### config.mk
export PLATFORM = sky130hd
export DESIGN_NAME = oclib_uart_responder
export DESIGN_NICKNAME = d
export VERILOG_FILES = /design/src/rtl/oclib_uart_responder.sv
export SDC_FILE = /design/constraint.sdc
export NUM_CORES = 1
export LEC_CHECK = 0
export BUFFER_PORTS_ARGS = -buffer_cell sky130_fd_sc_hd__buf_2
export CAP_MARGIN = 40
export CORE_UTILIZATION = 45
export DETAILED_ROUTE_END_ITERATION = 6
export HOLD_SLACK_MARGIN = 0.02
export PLACE_DENSITY = 0.66
export SLEW_MARGIN = 20
export SYNTH_ARGS = -nofsm -noshare
export SYNTH_HDL_FRONTEND = slang
export SYNTH_SLANG_ARGS = --single-unit
### constraint.sdc
create_clock -name clock -period 19.1 [get_ports clock]
set_clock_uncertainty 0.05 [all_clocks]
set_input_delay 3.82 -clock clock [delete_from_list [all_inputs] [get_ports clock]]
set_output_delay 3.82 -clock clock [all_outputs]
set_load 0.02 [all_outputs]
### src/rtl/oclib_uart_responder.sv
// oclib_uart_responder: ASCII command responder over a UART byte stream, 16x32-bit register bank
// Ports: clock/reset (async, active-high); rxData/rxValid/rxReady command bytes in;
// txData/txValid/txReady response bytes out; regs flat register file; error malformed/timeout pulse.
module oclib_uart_responder #(
  parameter logic [31:0] ResetValue    = 32'h0,
  parameter int unsigned TimeoutCycles = 0
) (
  input  logic         clock,
  input  logic         reset,
  input  logic [7:0]   rxData,
  input  logic         rxValid,
  output logic         rxReady,
  output logic [7:0]   txData,
  output logic         txValid,
  input  logic         txReady,
  output logic [511:0] regs,
  output logic         error
);
  localparam logic [2:0] S_IDLE = 3'd0, S_ADDR = 3'd1, S_DATA = 3'd2,
                         S_EOL = 3'd3, S_FLUSH = 3'd4, S_RESP = 3'd5;
  localparam logic [1:0] K_RD = 2'd0, K_OK = 2'd1, K_ERR = 2'd2;
  localparam logic [7:0] C_LF = 8'h0a, C_CR = 8'h0d;
  logic [2:0]        state_q, state_d;
  logic              wr_q, wr_d;
  logic [3:0]        addr_q, addr_d;
  logic [31:0]       data_q, data_d;
  logic [2:0]        cnt_q, cnt_d;
  logic [15:0][31:0] regs_q, regs_d;
  logic              rx_ready_q;
  logic              err_q, err_d;
  logic [31:0]       resp_q, resp_d;
  logic [1:0]        kind_q, kind_d;
  logic [3:0]        idx_q, idx_d;
  logic [31:0]       to_q, to_d;
  logic              is_hex, rx_acc, lf, cr, last, bad;
  logic [3:0]        nib;
  logic [7:0]        digit;
  assign rx_acc  = rxValid && rx_ready_q;
  assign lf      = rxData == C_LF;
  assign cr      = rxData == C_CR;
  assign rxReady = rx_ready_q;
  assign txValid = state_q == S_RESP;
  assign regs    = regs_q;
  assign error   = err_q;
  // read responses shift resp_q left per byte, so the current digit is always the top nibble
  assign last    = idx_q == ((kind_q == K_RD) ? 4'd8 : 4'd1);
  assign digit   = (resp_q[31:28] < 4'd10) ? {4'h3, resp_q[31:28]} : 8'h37 + {4'h0, resp_q[31:28]};
  assign txData  = !txValid ? 8'h00 : last ? C_LF : (kind_q == K_RD) ? digit :
                   (kind_q == K_OK) ? 8'h6b : 8'h3f;
  always_comb begin
    is_hex = 1'b1;
    nib    = rxData[3:0];
    if (rxData >= 8'h30 && rxData <= 8'h39) nib = rxData[3:0];
    else if ((rxData >= 8'h41 && rxData <= 8'h46) || (rxData >= 8'h61 && rxData <= 8'h66)) nib = rxData[3:0] + 4'd9;
    else is_hex = 1'b0;
  end
  always_comb begin
    state_d = state_q;
    wr_d    = wr_q;
    addr_d  = addr_q;
    data_d  = data_q;
    cnt_d   = cnt_q;
    regs_d  = regs_q;
    err_d   = 1'b0;
    resp_d  = resp_q;
    kind_d  = kind_q;
    idx_d   = idx_q;
    to_d    = 32'd0;
    bad     = 1'b0;
    if (state_q == S_RESP) begin
      if (txReady) begin
        state_d = last ? S_IDLE : S_RESP;
        idx_d   = idx_q + 4'd1;
        resp_d  = resp_q << 4;
      end
    end else if (rx_acc && !cr) begin
      case (state_q)
        S_IDLE: begin
          if (rxData == 8'h77 || rxData == 8'h72) begin
            state_d = S_ADDR;
            wr_d    = rxData == 8'h77;
          end else bad = !lf;
        end
        S_ADDR: begin
          addr_d  = nib;
          cnt_d   = 3'd0;
          state_d = wr_q ? S_DATA : S_EOL;
          bad     = !is_hex;
        end
        S_DATA: begin
          data_d  = {data_q[27:0], nib};
          cnt_d   = cnt_q + 3'd1;
          state_d = (cnt_q == 3'd7) ? S_EOL : S_DATA;
          bad     = !is_hex;
        end
        S_EOL: begin
          state_d = S_RESP;
          idx_d   = 4'd0;
          kind_d  = wr_q ? K_OK : K_RD;
          resp_d  = regs_q[addr_q];
          if (wr_q) regs_d[addr_q] = data_q;
          bad     = !lf;
        end
        S_FLUSH: begin
          state_d = lf ? S_RESP : S_FLUSH;
          kind_d  = K_ERR;
          idx_d   = 4'd0;
        end
        default: state_d = S_IDLE;
      endcase
      // a bad '\n' is itself the end of the flushed line, so answer straight away
      if (bad) begin
        regs_d  = regs_q;
        err_d   = 1'b1;
        state_d = lf ? S_RESP : S_FLUSH;
        kind_d  = K_ERR;
        idx_d   = 4'd0;
      end
    end
    if (TimeoutCycles != 0 && !rx_acc && state_q inside {S_ADDR, S_DATA, S_EOL, S_FLUSH}) begin
      to_d = to_q + 32'd1;
      if (to_d == TimeoutCycles) begin
        state_d = S_IDLE;
        err_d   = 1'b1;
        to_d    = 32'd0;
      end
    end
  end
  always_ff @(posedge clock or posedge reset) begin
    if (reset) begin
      state_q    <= S_IDLE;
      wr_q       <= 1'b0;
      addr_q     <= 4'd0;
      data_q     <= 32'd0;
      cnt_q      <= 3'd0;
      regs_q     <= {16{ResetValue}};
      rx_ready_q <= 1'b0;
      err_q      <= 1'b0;
      resp_q     <= 32'd0;
      kind_q     <= K_RD;
      idx_q      <= 4'd0;
      to_q       <= 32'd0;
    end else begin
      state_q    <= state_d;
      wr_q       <= wr_d;
      addr_q     <= addr_d;
      data_q     <= data_d;
      cnt_q      <= cnt_d;
      regs_q     <= regs_d;
      rx_ready_q <= state_d != S_RESP;
      err_q      <= err_d;
      resp_q     <= resp_d;
      kind_q     <= kind_d;
      idx_q      <= idx_d;
      to_q       <= to_d;
    end
  end
endmodule

==> impl_metrics.json <==
{
  "yosys_warnings": 0,
  "startpoint_type": "primary input",
  "clk-insertion-delay-late_ns": 0.61,
  "fillCellCount": 4899,
  "net_count_of_the_mapped_netlist": 1738,
  "dpl_cell_area_sq_um": 30800,
  "grt_remaining_overflow": 0,
  "status": "complete, no violations",
  "design.core.area_sq_um": 60200,
  "setup_violations": 0,
  "final_cells": 3046,
  "grt_max_degree": 155,
  "io_buffer_count": 533,
  "slowest_delay_ns": 0.65,
  "dieArea_sq_um": 61900,
  "maxCapViolations": 0,
  "vias": 18000,
  "final_layout_size_suffix_gt1_share_pct": 62.2,
  "grt_setup_unrepaired": "no",
  "cts-root-buf": "sky130_fd_sc_hd__clkbuf_16",
  "detail_route.wirelength_mm": 89.5,
  "multiInputGateArea_sq_um": 11800,
  "power.switching_mw": 0.897,
  "period_share_pct": 35.7,
  "final_area_sq_um": 33000,
  "antenna_found_initial": 0,
  "post-place-ws_ns": 11.80,
  "avgRoutedWirePerCell_microns": 29.4,
  "yosysSeqAreaShare_pct": 54.3,
  "totalNegativeSetupSlack_ns": 0,
  "detailed_place_hpwl_mm": 59.6,
  "floorplan.io_pins": 535,
  "timing.final.crit_period_ns": 6.81,
  "total_leakage_power_nw": 17.4,
  "area_growth_pct": 20.5,
  "worst_ir_drop_vdd_uv": 62.4,
  "htreeDepth": 3,
  "share_clk_of_total_power_pct": 40.7,
  "global_router_s_overall_resource_usage_pct": 28.9,
  "crit_type": "primary input to register",
  "post-layout-total-power_mw": 3.11,
  "start_util_pct": 45.5,
  "cell_internal_power_dissipation_mw": 2.21,
  "area.sequential_sq_um": 14900,
  "fraction_of_power_spent_switching_nets_pct": 28.8,
  "drcViolationCount": 0,
  "clock_path_buffers": 3,
  "postCtsHoldBufs": 0,
  "ys_types": 56,
  "total_power_density_per_cell_area_nw_per_um2": 94.2,
  "dominantRegCellSynth": "sky130_fd_sc_hd__dfrtp_1",
  "post-route-worst-setup-slack_ns": 12.29,
  "worst_pin_slew_ns": 1.05,
  "clock_sinks": 595,
  "synthesis.area_sq_um": 27400,
  "post_synth_inst_count": 1718,
  "detail_route.vias_per_cell": 5.89,
  "share_comb_of_total_power_pct": 15.7,
  "cts_setup_buffers": 0,
  "postRouteAntennaNets": 0,
  "placementRows": 90,
  "grt_pass1_wl_mm": 131,
  "tritoncts.num_buffers": 66,
  "placed_cells": 2927,
  "timing.critical_path.cells": "buf_2 -> inv_1 -> ha_1 -> mux2_4 -> and3b_4 -> a311oi_4 -> a2111oi_4 -> nand2_2 -> buf_4 -> mux2_2",
  "timing.slew.headroom_pct": 30.1,
  "proportion_of_synthesized_flip_flops_having_asynchronous_set_or_reset_pct": 100,
  "required_time_of_the_critical_path_ns": 19.52,
  "detail_route.first_pass.iterations": 5,
  "dieWidth_microns": 249,
  "first_global_vias": 18500,
  "postCtsResizedCells": 0,
  "cp-end-kind": "register",
  "die_height_microns": 249,
  "crit_slowest_cell": "sky130_fd_sc_hd__a311oi_4",
  "max_freq_mhz": 147,
  "drv_slew": 0,
  "synth_area_per_cell_sq_um": 15.9,
  "data_arrival_time_of_the_critical_path_ns": 7.23,
  "hold_viol": 0,
  "synth_edf_count": 0,
  "reg_power_share_pct": 43.6,
  "num-nets-final": 2236,
  "clk_pin_slew_ns": 0.05,
  "drt-initial-drc-count": 1205,
  "tritoncts": "built",
  "synthesis_stage_register_bit_count": 595,
  "timing.critical_path.fanout_max": 18,
  "hold_path.class": "register to register",
  "place.gp.congestion": 0.885
}
[power by group through the flow]
stage	logic [mW]	registers [mW]	clock network [mW]
2_1_floorplan	0.393	1.31	0
3_3_place_gp	0.466	1.38	0
3_5_place_dp	0.484	1.38	0
4_1_cts	0.485	1.36	1.29
5_1_grt	0.522	1.36	1.34
6_report	0.487	1.36	1.27
[per-stage QoR]
stage | util, % | hold slack [ns]
global placement | 50.8 | 0.412
detailed placement | 51.2 | 0.421
floorplan | - | 0.400
finish | 54.8 | 0.432
global route | 54.8 | 0.469
CTS | 54.7 | 0.435
[cell type report]
cell class	instances	area share, %
clock inverter	21	0.599
clock buffer	94	5.82
multi-input combinational	965	35.7
sequential	595	45.1
tap	782	2.96
inverter	15	0.182
antenna	1	0.00758
timing repair buffer	573	9.62
[synthesized netlist by cell type, types with 5 or more instances]
cell                         n  area share (%)
sky130_fd_sc_hd__mux2i_1    28             1.0
sky130_fd_sc_hd__buf_2      42            0.77
sky130_fd_sc_hd__buf_1      18            0.25
sky130_fd_sc_hd__a21oi_1    16            0.29
sky130_fd_sc_hd__mux2_4     91             5.0
sky130_fd_sc_hd__dfrtp_1   595              54
sky130_fd_sc_hd__ha_1        8            0.37
sky130_fd_sc_hd__buf_6      10            0.41
sky130_fd_sc_hd__o21ai_0    40            0.73
sky130_fd_sc_hd__nand2_1    73             1.0
sky130_fd_sc_hd__mux2_2    450              18
sky130_fd_sc_hd__and2_1      5            0.11
sky130_fd_sc_hd__nor2_1     22            0.30
sky130_fd_sc_hd__clkbuf_1   68            0.93
sky130_fd_sc_hd__nand3_1    11            0.20
sky130_fd_sc_hd__inv_1      14            0.19
sky130_fd_sc_hd__mux4_2    160              13
[path summary, 6_finish.rpt]
path | start | end | slack, ns | depth (start not counted)
setup / recovery | rxData[0] | regs[368]$_DFFE_PP0P_ | 12.29 | 10
hold / removal | resp_q[24]$_DFFE_PP0P_ | resp_q[24]$_DFFE_PP0P_ | 0.43 | 2
setup reg to reg | addr_q[1]$_DFFE_PP0P_ | regs[368]$_DFFE_PP0P_ | 15.40 | 6
hold reg to reg | resp_q[24]$_DFFE_PP0P_ | resp_q[24]$_DFFE_PP0P_ | 0.43 | 2
max in group asynchronous | reset | regs[264]$_DFFE_PP0P_ | 13.48 | 8
min in group asynchronous | reset | regs[90]$_DFFE_PP0P_ | 3.23 | 2
[layout by cell type (no fill, tap or decap), types with 27 or more instances in the layout]
master,instances
sky130_fd_sc_hd__dfrtp_1,591
sky130_fd_sc_hd__mux2_2,450
sky130_fd_sc_hd__mux2i_1,28
sky130_fd_sc_hd__buf_2,533
sky130_fd_sc_hd__mux4_2,160
sky130_fd_sc_hd__buf_4,27
sky130_fd_sc_hd__clkbuf_16,70
sky130_fd_sc_hd__mux2_4,91
sky130_fd_sc_hd__o21ai_0,40
sky130_fd_sc_hd__nand2_1,60
[sequential cells by signal, indices dropped and copies added (netlist names)]
name / count
data_q: 32
state_q: 3
idx_q: 4
rxReady: 1
addr_q: 4
wr_q: 1
resp_q: 32
kind_q: 2
cnt_q: 3
regs: 512
error: 1
[logic make-up (layout without fill, tap and decap cells)]
logic type | Yosys count | after routing | share of synthesized area (%)
and+or+nand+nor | 137 | 137 | 2.36
AOI/OAI and AO/OA | 84 | 84 | 2.22
xor gates and xnor gates | 6 | 6 | 0.192
other | 1 | 2 | 0.0137
adders and majority gates | 8 | 8 | 0.365
muxes | 729 | 729 | 37.7
DFF | 595 | 595 | 54.3
buffers and inverters | 158 | 703 | 2.84
[layer usage]
metal / part of all wire [%] / track usage [%] / up-vias / wire [microns]
li1: - / - / 7389 / -
met1: 43 / 39.3 / 9697 / 38100
met2: 48 / 45.9 / 733 / 42800
met3: 6.6 / 6.61 / 133 / 5920
met4: 2.9 / 9.85 / 0 / 2580
met5: 0 / 0 / - / 0
[critical path, delay by kind of cell]
| family | cells | cell delay [ns] |
|---|---|---|
| AO/OA/AOI/OAI | 2 | 0.86 |
| adder cells (fa/ha/maj) | 1 | 0.23 |
| AND/OR/NAND/NOR | 2 | 0.81 |
| buffers and inverters | 3 | 0.78 |
| multiplexers | 2 | 0.69 |
Note: power is estimated with default switching activity, not from simulation.
